`src/rtl/indirect_calc_sched.sv`:
```
// Frame scheduler for the indirect residual datapath: walks the match
// buffer, issues non-zero-depth pairs and meters issue with FIFO credits.
module indirect_calc_sched #(
  parameter int MATCH_BW      = 10,
  parameter int CREDITS       = 16,
  parameter int DRAIN_TO      = 32,
  parameter int POSE_BW       = 24,
  parameter int H_SIZE_BW     = 11,
  parameter int V_SIZE_BW     = 10,
  parameter int DATA_DEPTH_BW = 16
) (
  input  logic                     i_clk,
  input  logic                     i_rst_n,
  input  logic                     i_start,
  input  logic [MATCH_BW-1:0]      i_num_match,
  input  logic                     i_pose_we,
  input  logic [3:0]               i_pose_sel,
  input  logic [POSE_BW-1:0]       i_pose_wdata,
  output logic [POSE_BW-1:0]       o_pose_0,
  output logic [POSE_BW-1:0]       o_pose_1,
  output logic [POSE_BW-1:0]       o_pose_2,
  output logic [POSE_BW-1:0]       o_pose_3,
  output logic [POSE_BW-1:0]       o_pose_4,
  output logic [POSE_BW-1:0]       o_pose_5,
  output logic [POSE_BW-1:0]       o_pose_6,
  output logic [POSE_BW-1:0]       o_pose_7,
  output logic [POSE_BW-1:0]       o_pose_8,
  output logic [POSE_BW-1:0]       o_pose_9,
  output logic [POSE_BW-1:0]       o_pose_10,
  output logic [POSE_BW-1:0]       o_pose_11,
  output logic                     o_rd_en,
  output logic [MATCH_BW-1:0]      o_rd_addr,
  input  logic [H_SIZE_BW-1:0]     i_rd_idx0_x,
  input  logic [H_SIZE_BW-1:0]     i_rd_idx1_x,
  input  logic [V_SIZE_BW-1:0]     i_rd_idx0_y,
  input  logic [V_SIZE_BW-1:0]     i_rd_idx1_y,
  input  logic [DATA_DEPTH_BW-1:0] i_rd_depth0,
  output logic                     o_dp_valid,
  output logic [H_SIZE_BW-1:0]     o_dp_idx0_x,
  output logic [H_SIZE_BW-1:0]     o_dp_idx1_x,
  output logic [V_SIZE_BW-1:0]     o_dp_idx0_y,
  output logic [V_SIZE_BW-1:0]     o_dp_idx1_y,
  output logic [DATA_DEPTH_BW-1:0] o_dp_depth0,
  input  logic                     i_dp_valid,
  input  logic                     i_res_pop,
  output logic                     o_busy,
  output logic                     o_done,
  output logic                     o_err,
  output logic [MATCH_BW-1:0]      o_issue_cnt,
  output logic [MATCH_BW-1:0]      o_skip_cnt,
  output logic [MATCH_BW-1:0]      o_ret_cnt
);

  localparam int CW  = $clog2(CREDITS + 1);
  localparam int CW1 = CW + 1;
  localparam int WW  = $clog2(DRAIN_TO + 1);

  localparam logic [1:0] IDLE  = 2'd0;
  localparam logic [1:0] RUN   = 2'd1;
  localparam logic [1:0] DRAIN = 2'd2;
  localparam logic [1:0] DONE  = 2'd3;

  localparam logic [MATCH_BW-1:0] ONE = MATCH_BW'(1);
  localparam logic [CW:0] CRED_MAX = CW1'(CREDITS);
  localparam logic [CW-1:0] CRED_RST = CW'(CREDITS);
  localparam logic [WW-1:0] WD_MAX = WW'(DRAIN_TO - 1);

  logic [1:0]          state;
  logic [MATCH_BW-1:0] num_q;
  logic [MATCH_BW-1:0] rd_addr;
  logic [CW-1:0]       credit;
  logic [CW:0]         cred_sum;
  logic [WW-1:0]       wd;
  logic                rd_vld;
  logic [POSE_BW-1:0]  pose_q [12];

  logic start_acc;
  logic rd_en;
  logic skip;
  logic issue;
  logic ret_bad;
  logic ret_ok;
  logic last_rd;
  logic drain_ok;
  logic timeout;
  logic cred_ovf;

  assign start_acc = i_start && (state == IDLE);
  assign rd_en = (state == RUN) && (credit != '0)
              && (rd_addr < num_q);
  assign skip  = rd_vld && (i_rd_depth0 == '0);
  assign issue = rd_vld && (i_rd_depth0 != '0);

  // A return with nothing outstanding is spurious and must not count.
  assign ret_bad = i_dp_valid && ((state == IDLE)
                || ((o_ret_cnt == o_issue_cnt) && !rd_vld));
  assign ret_ok  = i_dp_valid && !ret_bad;

  assign last_rd  = rd_en && ((rd_addr + ONE) == num_q);
  assign drain_ok = !rd_vld && (o_ret_cnt == o_issue_cnt);
  assign timeout  = (state == DRAIN) && !drain_ok
                 && !i_dp_valid && (wd == WD_MAX);

  assign cred_sum = {1'b0, credit} + CW1'(i_res_pop)
                  + CW1'(skip) - CW1'(rd_en);
  assign cred_ovf = cred_sum > CRED_MAX;

  always_ff @(posedge i_clk or negedge i_rst_n) begin
    if (!i_rst_n) begin
      state   <= IDLE;
      num_q   <= '0;
      rd_addr <= '0;
    end else begin
      unique case (state)
        IDLE: begin
          if (i_start) begin
            num_q   <= i_num_match;
            rd_addr <= '0;
            state   <= (i_num_match == '0) ? DONE : RUN;
          end
        end
        RUN: begin
          if (rd_en) rd_addr <= rd_addr + ONE;
          if (last_rd) state <= DRAIN;
        end
        DRAIN: begin
          if (drain_ok || timeout) state <= DONE;
        end
        DONE: state <= IDLE;
        default: state <= IDLE;
      endcase
    end
  end

  always_ff @(posedge i_clk or negedge i_rst_n) begin
    if (!i_rst_n) begin
      wd <= '0;
    end else if ((state != DRAIN) || i_dp_valid) begin
      wd <= '0;
    end else if (wd != WD_MAX) begin
      wd <= wd + WW'(1);
    end
  end

  always_ff @(posedge i_clk or negedge i_rst_n) begin
    if (!i_rst_n) begin
      rd_vld      <= 1'b0;
      credit      <= CRED_RST;
      o_err       <= 1'b0;
      o_issue_cnt <= '0;
      o_skip_cnt  <= '0;
      o_ret_cnt   <= '0;
    end else begin
      rd_vld <= rd_en;
      credit <= cred_ovf ? CRED_RST : cred_sum[CW-1:0];
      o_err  <= (o_err && !start_acc) || ret_bad
             || cred_ovf || timeout;
      if (start_acc) begin
        o_issue_cnt <= '0;
        o_skip_cnt  <= '0;
        o_ret_cnt   <= '0;
      end else begin
        if (issue)  o_issue_cnt <= o_issue_cnt + ONE;
        if (skip)   o_skip_cnt  <= o_skip_cnt + ONE;
        if (ret_ok) o_ret_cnt   <= o_ret_cnt + ONE;
      end
    end
  end

  always_ff @(posedge i_clk or negedge i_rst_n) begin
    if (!i_rst_n) begin
      o_dp_valid  <= 1'b0;
      o_dp_idx0_x <= '0;
      o_dp_idx1_x <= '0;
      o_dp_idx0_y <= '0;
      o_dp_idx1_y <= '0;
      o_dp_depth0 <= '0;
    end else begin
      o_dp_valid <= issue;
      if (issue) begin
        o_dp_idx0_x <= i_rd_idx0_x;
        o_dp_idx1_x <= i_rd_idx1_x;
        o_dp_idx0_y <= i_rd_idx0_y;
        o_dp_idx1_y <= i_rd_idx1_y;
        o_dp_depth0 <= i_rd_depth0;
      end
    end
  end

  always_ff @(posedge i_clk or negedge i_rst_n) begin
    if (!i_rst_n) begin
      for (int k = 0; k < 12; k++) pose_q[k] <= '0;
    end else if ((state == IDLE) && i_pose_we
              && (i_pose_sel < 4'd12)) begin
      pose_q[i_pose_sel] <= i_pose_wdata;
    end
  end

  assign o_rd_en   = rd_en;
  assign o_rd_addr = rd_addr;
  assign o_busy    = state != IDLE;
  assign o_done    = state == DONE;

  assign o_pose_0  = pose_q[0];
  assign o_pose_1  = pose_q[1];
  assign o_pose_2  = pose_q[2];
  assign o_pose_3  = pose_q[3];
  assign o_pose_4  = pose_q[4];
  assign o_pose_5  = pose_q[5];
  assign o_pose_6  = pose_q[6];
  assign o_pose_7  = pose_q[7];
  assign o_pose_8  = pose_q[8];
  assign o_pose_9  = pose_q[9];
  assign o_pose_10 = pose_q[10];
  assign o_pose_11 = pose_q[11];

endmodule

```
`config.mk`:
```
export PLATFORM = sky130hd
export DESIGN_NAME = indirect_calc_sched
export DESIGN_NICKNAME = d
export VERILOG_FILES = /design/src/rtl/indirect_calc_sched.sv
export SDC_FILE = /design/constraint.sdc
export NUM_CORES = 1
export LEC_CHECK = 0
export BUFFER_PORTS_ARGS = -buffer_cell sky130_fd_sc_hd__buf_2
export CORE_ASPECT_RATIO = 0.7
export CORE_UTILIZATION = 49
export CTS_CLUSTER_SIZE = 14
export DETAILED_ROUTE_END_ITERATION = 12
export GPL_TIMING_DRIVEN = 0
export PLACE_DENSITY = 0.75
export SLEW_MARGIN = 20
export SYNTH_ARGS = -nofsm -noshare
export SYNTH_HDL_FRONTEND = slang
export SYNTH_SLANG_ARGS = --single-unit
export TNS_END_PERCENT = 1
```
`constraint.sdc`:
```
create_clock -name i_clk -period 8.8 [get_ports i_clk]
set_input_delay 0.44 -clock i_clk [delete_from_list [all_inputs] [get_ports i_clk]]
set_output_delay 0.44 -clock i_clk [all_outputs]
set_load 0.05 [all_outputs]
```
==> results of run 1 <==
==> state kept, by name, indices dropped and copies added (netlist names), 6 cells and up <==
| name | count |
|---|---|
| wd | 6 |
| o_dp_idx0_y | 10 |
| o_pose_3 | 24 |
| o_pose_6 | 24 |
| o_pose_9 | 24 |
| o_rd_addr | 10 |
| o_ret_cnt | 10 |
| o_skip_cnt | 10 |
| o_pose_4 | 24 |
| num_q | 10 |
| o_dp_depth0 | 16 |
| o_dp_idx1_x | 11 |
| o_issue_cnt | 10 |
| o_pose_2 | 24 |
| o_dp_idx1_y | 10 |
| o_pose_1 | 24 |
| o_pose_8 | 24 |
| o_dp_idx0_x | 11 |
| o_pose_11 | 24 |
| o_pose_5 | 24 |
| o_pose_0 | 24 |
| o_pose_7 | 24 |
| o_pose_10 | 24 |
==> cell type report <==
| cell class | count | area [sq um] | share of cell area [%] |
|---|---|---|---|
| Clock inverter | 15 | 170 | 0.796 |
| Buffer | 70 | 274 | 1.28 |
| Sequential cell | 412 | 10300 | 48.2 |
| Multi-Input combinational cell | 693 | 6190 | 29.0 |
| Timing Repair Buffer | 497 | 2590 | 12.1 |
| Inverter | 30 | 113 | 0.526 |
| Tap cell | 464 | 581 | 2.71 |
| Clock buffer | 59 | 1150 | 5.39 |
==> placed cells by master, fill, tap and decap left out, drive strengths merged, types with 2 or more instances in the layout <==
master    synthesis  layout
nand4            10      10
mux2i             8       8
o41ai             2       2
fa                2       2
a21oi            29      29
or3              14      14
o21ai            35      35
nor4             10      10
and3             13      13
clkinv            0       7
xnor2            17      17
nand2b            4       4
nor3             13      13
clkinvlp          0       2
nor2             44      44
clkbuf           60     119
ha               26      26
mux2            345     345
bufinv            0       3
o21bai            2       2
xor2             29      29
nand2            54      54
o221ai            2       2
dfrtp           411     411
a22o              3       3
inv              30      33
a21o              4       4
nand4b            2       2
nand3            10      10
buf              10     506
or4               5       5
==> cells by family (layout without fill, tap and decap cells) <==
family	count (synthesis)	after routing	synth area share [%]
buffers and inverters	100	671	2.29
AND/OR/NAND/NOR	183	183	5.47
XOR/XNOR	46	46	2.38
multiplexers	353	353	23.5
adder cells (fa/ha/maj)	28	28	2.16
flip-flops	412	412	61.0
AO/OA/AOI/OAI	83	83	3.19
==> Yosys cell counts, types with 6 or more instances <==
library cell | count | area [sq um]
dfrtp_1 | 411 | 10300
mux2_2 | 345 | 3880
clkbuf_1 | 59 | 221
nand2_1 | 53 | 199
nor2_1 | 43 | 161
o21ai_0 | 34 | 170
inv_1 | 30 | 113
xor2_1 | 29 | 254
a21oi_1 | 27 | 135
ha_1 | 26 | 325
xnor2_1 | 17 | 149
and3_1 | 13 | 81.3
nor3_1 | 13 | 65.1
or3_1 | 13 | 81.3
nand4_1 | 10 | 62.6
nor4_1 | 9 | 56.3
mux2i_1 | 8 | 80.1
nand3_1 | 8 | 40.0
buf_1 | 6 | 22.5
==> routing by layer <==
| layer | vias up | track usage (%) |
|---|---|---|
| met1 | 6130 | 35.1 |
| li1 | 5313 | - |
| met4 | 0 | 9.82 |
| met3 | 101 | 6.31 |
| met2 | 446 | 43.8 |
| met5 | - | 0 |
==> worst register-to-register path, stage by stage (launching register included) <==
cell and delay [ns]:
dfrtp_1 0.42, inv_1 0.13, ha_1 0.37, inv_1 0.26
a2111oi_4 0.30, nand2_2 0.18, inv_1 0.22, ha_1 0.17
inv_1 0.05, fa_1 0.43, fa_1 0.43, xor2_1 0.19
o41ai_1 0.54, and3_1 0.26
==> worst paths after layout <==
kind | slack, ns | cells past startpoint | endpoint
worst max-delay path | 4.80 | 13 | credit[2]
worst min-delay path | 0.13 | 2 | o_dp_idx0_x[8]
worst max register to register | 4.80 | 13 | credit[2]
worst min register to register | 0.50 | 1 | o_pose_2[3]
max in group asynchronous | 6.60 | 5 | o_pose_1[3]
min in group asynchronous | 0.43 | 2 | num_q[1]
==> metrics by stage <==
stage | hold WS [ns] | TNS (ns)
after floorplan | 0.144 | 0
after global placement | 0.476 | -247.75
after detailed placement | 0.385 | 0
after CTS | 0.110 | 0
after global routing | 0.119 | 0
final | 0.133 | 0
==> repair_timing <==
| item | 4_1_cts | 5_1_grt |
|---|---|---|
| setup endpoints to repair | 0 | 0 |
| gates resized for setup | 0 | 0 |
| hold endpoints to repair | 53 | 0 |
| hold buffers | 1 | 0 |
==> results_tabular.tex, run 1 <==
\begin{tabular}{lr}
\hline
Metric & Value \\
\hline
\multicolumn{2}{l}{\textbf{Status}} \\
\quad Status & completed \\
\multicolumn{2}{l}{\textbf{Finish}} \\
\quad Layout cell share with drive strength beyond 1 & 52.0\% \\
\quad NumNets Final & 1874 \\
\quad Diodes inserted & 0 \\
\quad Post-route non-filler standard cell count & 2240 \\
\quad Cell area after layout & 0.0214 sq mm \\
\quad Filler instances & 2619 \\
\quad Final cell utilization of the core & 63.5\% \\
\quad Synthesis-to-finish area growth & 26.6\% \\
\multicolumn{2}{l}{\textbf{CTS}} \\
\quad H-tree depth & 2 \\
\quad CTS root buffer & clkbuf\_16 \\
\quad Num Clock Sinks & 412 \\
\quad Number of buffers inserted by post-CTS setup repair & 0 \\
\quad Clock Pin Slew Worst Setup and Hold Paths & 0.07 ns \\
\quad CTS tree & built \\
\quad Cts bufs inserted & 40 \\
\quad Clock tree buffer depth & 3 \\
\quad Skew-Pair Late Insertion Delay & 0.52 ns \\
\multicolumn{2}{l}{\textbf{GRT}} \\
\quad Antenna violations before repair & 0 \\
\quad Largest net degree at the start of global routing & 101 \\
\quad GRT Overall Usage & 26.8\% \\
\quad Wire length of the first global-routing pass & 72000 um \\
\quad Vias in the first global route & 12000 \\
\quad Grt total ovfl & 0 \\
\multicolumn{2}{l}{\textbf{Setup path}} \\
\quad Largest stage delay on the critical path & 0.54 ns \\
\quad List of cells traversed by the critical path & inv\_1 > ha\_1 > inv\_1 > a2111oi\_4 > nand2\_2 > inv\_1 > ha\_1 > inv\_1 > fa\_1 > fa\_1 > xor2\_1 > o41ai\_1 > and3\_1 \\
\quad Maximum net fanout on the critical path & 8 \\
\quad WP buf/inv & 4 \\
\quad WS Path Type & reg -> reg \\
\quad Launch point of the worst path & state[1] \\
\quad Cell family with the largest share of critical-path delay & adder cells \\
\quad Crit start category & register \\
\quad Crit path top cell by count & inv\_1 \\
\quad Reg2reg start & state[1] \\
\quad CP max-delay cell & o41ai\_1 \\
\quad Type of element capturing the critical path & register \\
\quad Endpoint required time on the critical path & 9.26 ns \\
\quad Arrival time at the worst endpoint & 4.46 ns \\
\multicolumn{2}{l}{\textbf{Placement}} \\
\quad Routability congestion estimate from global placement & 0.921 \\
\quad Area after DPL & 0.0201 sq mm \\
\quad PortBufs & 492 \\
\quad Inst Count DP & 2165 \\
\quad Post-detail-place hpwl & 35900 um \\
\quad Worst slack at placement & 4.86 ns \\
\multicolumn{2}{l}{\textbf{Timing}} \\
\quad Portion of the clock cycle consumed by the worst path in the final layout & 45.4\% \\
\quad Max Clk Rate & 250 MHz \\
\quad Number of endpoints failing setup at the final stage & 0 \\
\quad Slew Viols, Final & 0 \\
\quad Unrepaired setup endpoints after global routing & false \\
\quad Least-Margin Pin Slew & 0.921 ns \\
\quad Number of endpoints with negative hold slack in the final report & 0 \\
\quad Setup ws final & 4.80 ns \\
\quad Relative slew slack & 38.1\% \\
\quad Clk\_skew & 0.0133 ns \\
\quad Final critical path time including I/O delays and setup & 4.00 ns \\
\multicolumn{2}{l}{\textbf{Floorplanning}} \\
\quad Chip Width & 224 um \\
\quad Starting density of the core & 50.1\% \\
\quad Core area & 0.0337 sq mm \\
\quad Die Area & 0.0352 sq mm \\
\quad FP Rows & 56 \\
\quad Die boundary height & 157 um \\
\quad Boundary pin count & 493 \\
\multicolumn{2}{l}{\textbf{Synth}} \\
\quad Number of distinct standard cells referenced by the synthesized netlist & 53 \\
\quad Total of flip-flops plus latches after synthesis & 412 \\
\quad Fraction of registers with async set/reset & 100\% \\
\quad Avg Cell Area, Syn & 14.0 sq um \\
\quad Proportion of synthesized chip area in sequential cells & 61.0\% \\
\quad Most frequently used flop master after synthesis & dfrtp\_1 \\
\quad Count of yosys warnings during synthesis & 0 \\
\quad Syn\_nets & 1335 \\
\quad EDFF count, synth & 0 \\
\quad Post-synthesis instance area & 0.0169 sq mm \\
\quad Mapped Cells & 1205 \\
\multicolumn{2}{l}{\textbf{Route}} \\
\quad Wire length on met3 & 3110 um \\
\quad Met2 Routed Length & 23100 um \\
\quad Total via count in the routed design & 12000 \\
\quad Remaining routing DRC violations & 0 \\
\quad First-pass iteration count of the detailed router & 4 \\
\quad WL final & 47900 um \\
\quad Final antenna-violating net count & 0 \\
\quad Vias per inst & 5.35 \\
\quad Sum of routed wire segments on met1 & 20000 um \\
\quad Top layer used by detailed routing & met4 \\
\quad DR iter-0 viols & 651 \\
\quad Detail-routed net length per standard cell & 21.4 um \\
\multicolumn{2}{l}{\textbf{Worst hold path}} \\
\quad Class of the tightest hold or removal check & in -> reg \\
\quad Hold path startpoint & i\_rd\_idx0\_x[8] \\
\multicolumn{2}{l}{\textbf{Flow run}} \\
\quad Maximum Capacitance Violations & 0 \\
\hline
\end{tabular}
Power of run 1 is left out: the tool's default activity adds up to more than one toggle a clock period on the data nets, which glitch-free logic cannot reach.
==> run 2, diff against run 1 <==
clock period = 4 ns   (was 8.8 ns; I/O delays follow)
==> run 2 against run 1 <==
- cell count rose by 4.2%
- hold slack got worse by 0.082 ns
- non-clock buffer count rose by 97
- core utilization rose by 3.0 points
- wire length rose by 6.0%
- clock-buffer cell count fell by 2
- worst setup slack got worse by 4.6 ns
- clock skew rose by 0.0088 ns
- critical path type unchanged
- critical endpoint is now credit[3]
- largest cell class unchanged
==> results_tabular.tex, run 2 (same netlist as run 1, synthesis figures left out) <==
\begin{tabular}{lr}
\hline
Metric & Value \\
\hline
\multicolumn{2}{l}{\textbf{Status}} \\
\quad Status & completed \\
\multicolumn{2}{l}{\textbf{Timing}} \\
\quad Final critical path time including I/O delays and setup & 3.77 ns (-0.226 ns) \\
\quad Slew Viols, Final & 0 (unchanged) \\
\quad Relative slew slack & 34.2\% (-3.9 points) \\
\quad Unrepaired setup endpoints after global routing & false \\
\quad Portion of the clock cycle consumed by the worst path in the final layout & 94.3\% (+49 points) \\
\quad Clk\_skew & 0.0220 ns (+0.00875 ns) \\
\quad Number of endpoints failing setup at the final stage & 0 (unchanged) \\
\quad Tightest hold margin & 0.0509 ns (-0.0821 ns) \\
\quad Least-Margin Pin Slew & 0.979 ns (+0.0583 ns) \\
\quad Max Clk Rate & 265 MHz (+6.0\%) \\
\quad Number of endpoints with negative hold slack in the final report & 0 (unchanged) \\
\multicolumn{2}{l}{\textbf{Setup path}} \\
\quad List of cells traversed by the critical path & ha\_1 > a22o\_1 > o41ai\_4 > nand2\_2 > clkinvlp\_4 > ha\_1 > inv\_1 > fa\_1 > fa\_1 > a21oi\_1 > o21bai\_1 > xor2\_1 > o41ai\_2 > and3\_1 \\
\quad Maximum net fanout on the critical path & 8 (unchanged) \\
\quad CP max-delay cell & dfrtp\_1 \\
\quad Arrival time at the worst endpoint & 4.20 ns (-0.26 ns) \\
\quad Worst reg2reg path endpoint & credit[3] \\
\quad Reg2reg start & o\_rd\_addr[5] \\
\quad WS Path Type & reg -> reg \\
\quad Largest stage delay on the critical path & 0.48 ns (-0.06 ns) \\
\quad Endpoint required time on the critical path & 4.43 ns (-4.83 ns) \\
\quad WP buf/inv & 2 (-2) \\
\quad Number of cells on the worst reg-to-reg path & 14 (+1) \\
\quad Crit start category & register \\
\quad Flop-to-flop setup slack & 0.23 ns (-4.57 ns) \\
\quad Type of element capturing the critical path & register \\
\quad Cell family with the largest share of critical-path delay & adder cells \\
\multicolumn{2}{l}{\textbf{GRT}} \\
\quad Grt total ovfl & 0 (unchanged) \\
\quad GRT Overall Usage & 28.7\% (+1.9 points) \\
\quad Wire length of the first global-routing pass & 77100 um (+7.1\%) \\
\quad Vias in the first global route & 12800 (+6.9\%) \\
\quad Largest net degree at the start of global routing & 90 (-11\%) \\
\quad Antenna violations before repair & 0 (unchanged) \\
\multicolumn{2}{l}{\textbf{Worst hold path}} \\
\quad Class of the tightest hold or removal check & in -> reg \\
\quad End point of the most critical hold path & o\_rd\_addr[3] \\
\quad Cell depth of the worst min-delay path & 4 (+2) \\
\quad Hold path startpoint & i\_start \\
\multicolumn{2}{l}{\textbf{Finish}} \\
\quad Layout cell share with drive strength beyond 1 & 49.7\% (-2.3 points) \\
\quad Most used cells in the layout excluding fill and tap cells & buf\_2 (493), dfrtp\_1 (411), mux2\_2 (345) \\
\quad Most common cell after layout, fill and taps aside & buf\_2 \\
\quad Synthesis-to-finish area growth & 32.6\% \\
\quad Post-route non-filler standard cell count & 2334 (+4.2\%) \\
\quad Final cell utilization of the core & 66.5\% (+3.0 points) \\
\quad NumNets Final & 1971 (+5.2\%) \\
\multicolumn{2}{l}{\textbf{Floorplanning}} \\
\quad Core area & 0.0337 sq mm (unchanged) \\
\quad Die boundary height & 157 um (unchanged) \\
\quad FP Rows & 56 (unchanged) \\
\quad Starting density of the core & 50.1\% (unchanged) \\
\quad Die Area & 0.0352 sq mm (unchanged) \\
\quad Boundary pin count & 493 (unchanged) \\
\quad Chip Width & 224 um (unchanged) \\
\multicolumn{2}{l}{\textbf{Placement}} \\
\quad Routability congestion estimate from global placement & 0.930 (+0.94\%) \\
\quad PortBufs & 492 (unchanged) \\
\quad Inst Count DP & 2165 (unchanged) \\
\quad Post-detail-place hpwl & 36300 um (+0.98\%) \\
\multicolumn{2}{l}{\textbf{CTS}} \\
\quad Clock Pin Slew Worst Setup and Hold Paths & 0.06 ns (about the same) \\
\quad Clock tree buffer depth & 3 (unchanged) \\
\quad CTS root buffer & clkbuf\_16 \\
\quad CTS tree & built \\
\quad Cts bufs inserted & 40 (unchanged) \\
\quad Skew-Pair Late Insertion Delay & 0.56 ns (+0.04 ns) \\
\quad H-tree depth & 2 (unchanged) \\
\quad Num Clock Sinks & 412 (unchanged) \\
\multicolumn{2}{l}{\textbf{Route}} \\
\quad WL final & 50800 um (+6.0\%) \\
\quad DR iter-0 viols & 844 (+30\%) \\
\quad Detail-routed net length per standard cell & 21.8 um (+1.7\%) \\
\quad Final antenna-violating net count & 0 (unchanged) \\
\quad Vias per inst & 5.35 (about the same) \\
\quad Remaining routing DRC violations & 0 (unchanged) \\
\quad Total via count in the routed design & 12500 (+4.2\%) \\
\quad First-pass iteration count of the detailed router & 5 (+1) \\
\multicolumn{2}{l}{\textbf{Flow run}} \\
\quad Maximum Capacitance Violations & 0 (unchanged) \\
\hline
\end{tabular}
run 2: cell count changes in the layout (fill, tap and decap cells not counted), moves of 2 or more:
cell / delta
buf_4: +3
dlygate4sd3_1: +94
inv_6: -2
clkbuf_1: -4
clkbuf_8: +3
run 2: metrics by stage:
step | setup TNS (ns) | cell area, sq um | setup slack, ns
2_1_floorplan | 0 | 16900 | 0.0114
3_3_place_gp | -2157.11 | 19900 | -5.30
3_5_place_dp | 0 | 20100 | 0.0413
4_1_cts | 0 | 22400 | 0.109
5_1_grt | 0 | 22400 | 0.00768
6_report | 0 | 22400 | 0.227
run 2: layer usage:
metal,wire length (um),up-vias,GRT usage (%)
met4,2180,0,11.3
met1,20600,6372,36.8
met3,3620,123,7.39
met2,24400,509,46.8
li1,-,5489,-
met5,0,-,0
run 2: how the worst max path moves through the flow:
stage                 startpoint      endpoint  slack, ns  depth (start not counted)
global placement         i_rst_n  o_pose_5[11]      -5.30                          1
CTS                     num_q[2]     credit[3]       0.11                         16
floorplan           o_rd_addr[0]         o_err       0.01                         14
detailed placement      num_q[2]         o_err       0.04                         14
global route            num_q[2]     credit[3]      0.008                         16
finish              o_rd_addr[5]     credit[3]       0.23                         14
run 2: cell type report:
| cell class | count | area [sq um] |
|---|---|---|
| sequential | 412 | 10300 |
| buffer | 70 | 274 |
| antenna | 1 | 2.50 |
| clock inverter | 13 | 198 |
| tap | 464 | 581 |
| fill | 2429 | 11300 |
| inverter | 30 | 116 |
| timing repair buffer | 594 | 3560 |
| clock buffer | 57 | 1150 |
| multi-input combinational | 693 | 6200 |
run 2: timing repair:
item | CTS | global route
gates resized for setup | 1 | 0
hold endpoints to repair | 192 | 0
buffers inserted | 0 | 3
pin swaps | 0 | 2
hold buffers | 95 | 0
endpoints found under the setup margin | 5 | 5
run 2: worst reg2reg max path: stages, from the launching register on:
cell and delay, ns:
dfrtp_1 0.48, ha_1 0.39, a22o_1 0.24, o41ai_4 0.36, nand2_2 0.17, clkinvlp_4 0.17
ha_1 0.15, inv_1 0.05, fa_1 0.43, fa_1 0.43, a21oi_1 0.16, o21bai_1 0.09
xor2_1 0.20, o41ai_2 0.14, and3_1 0.20
Power of run 2 is left out for the same reason.
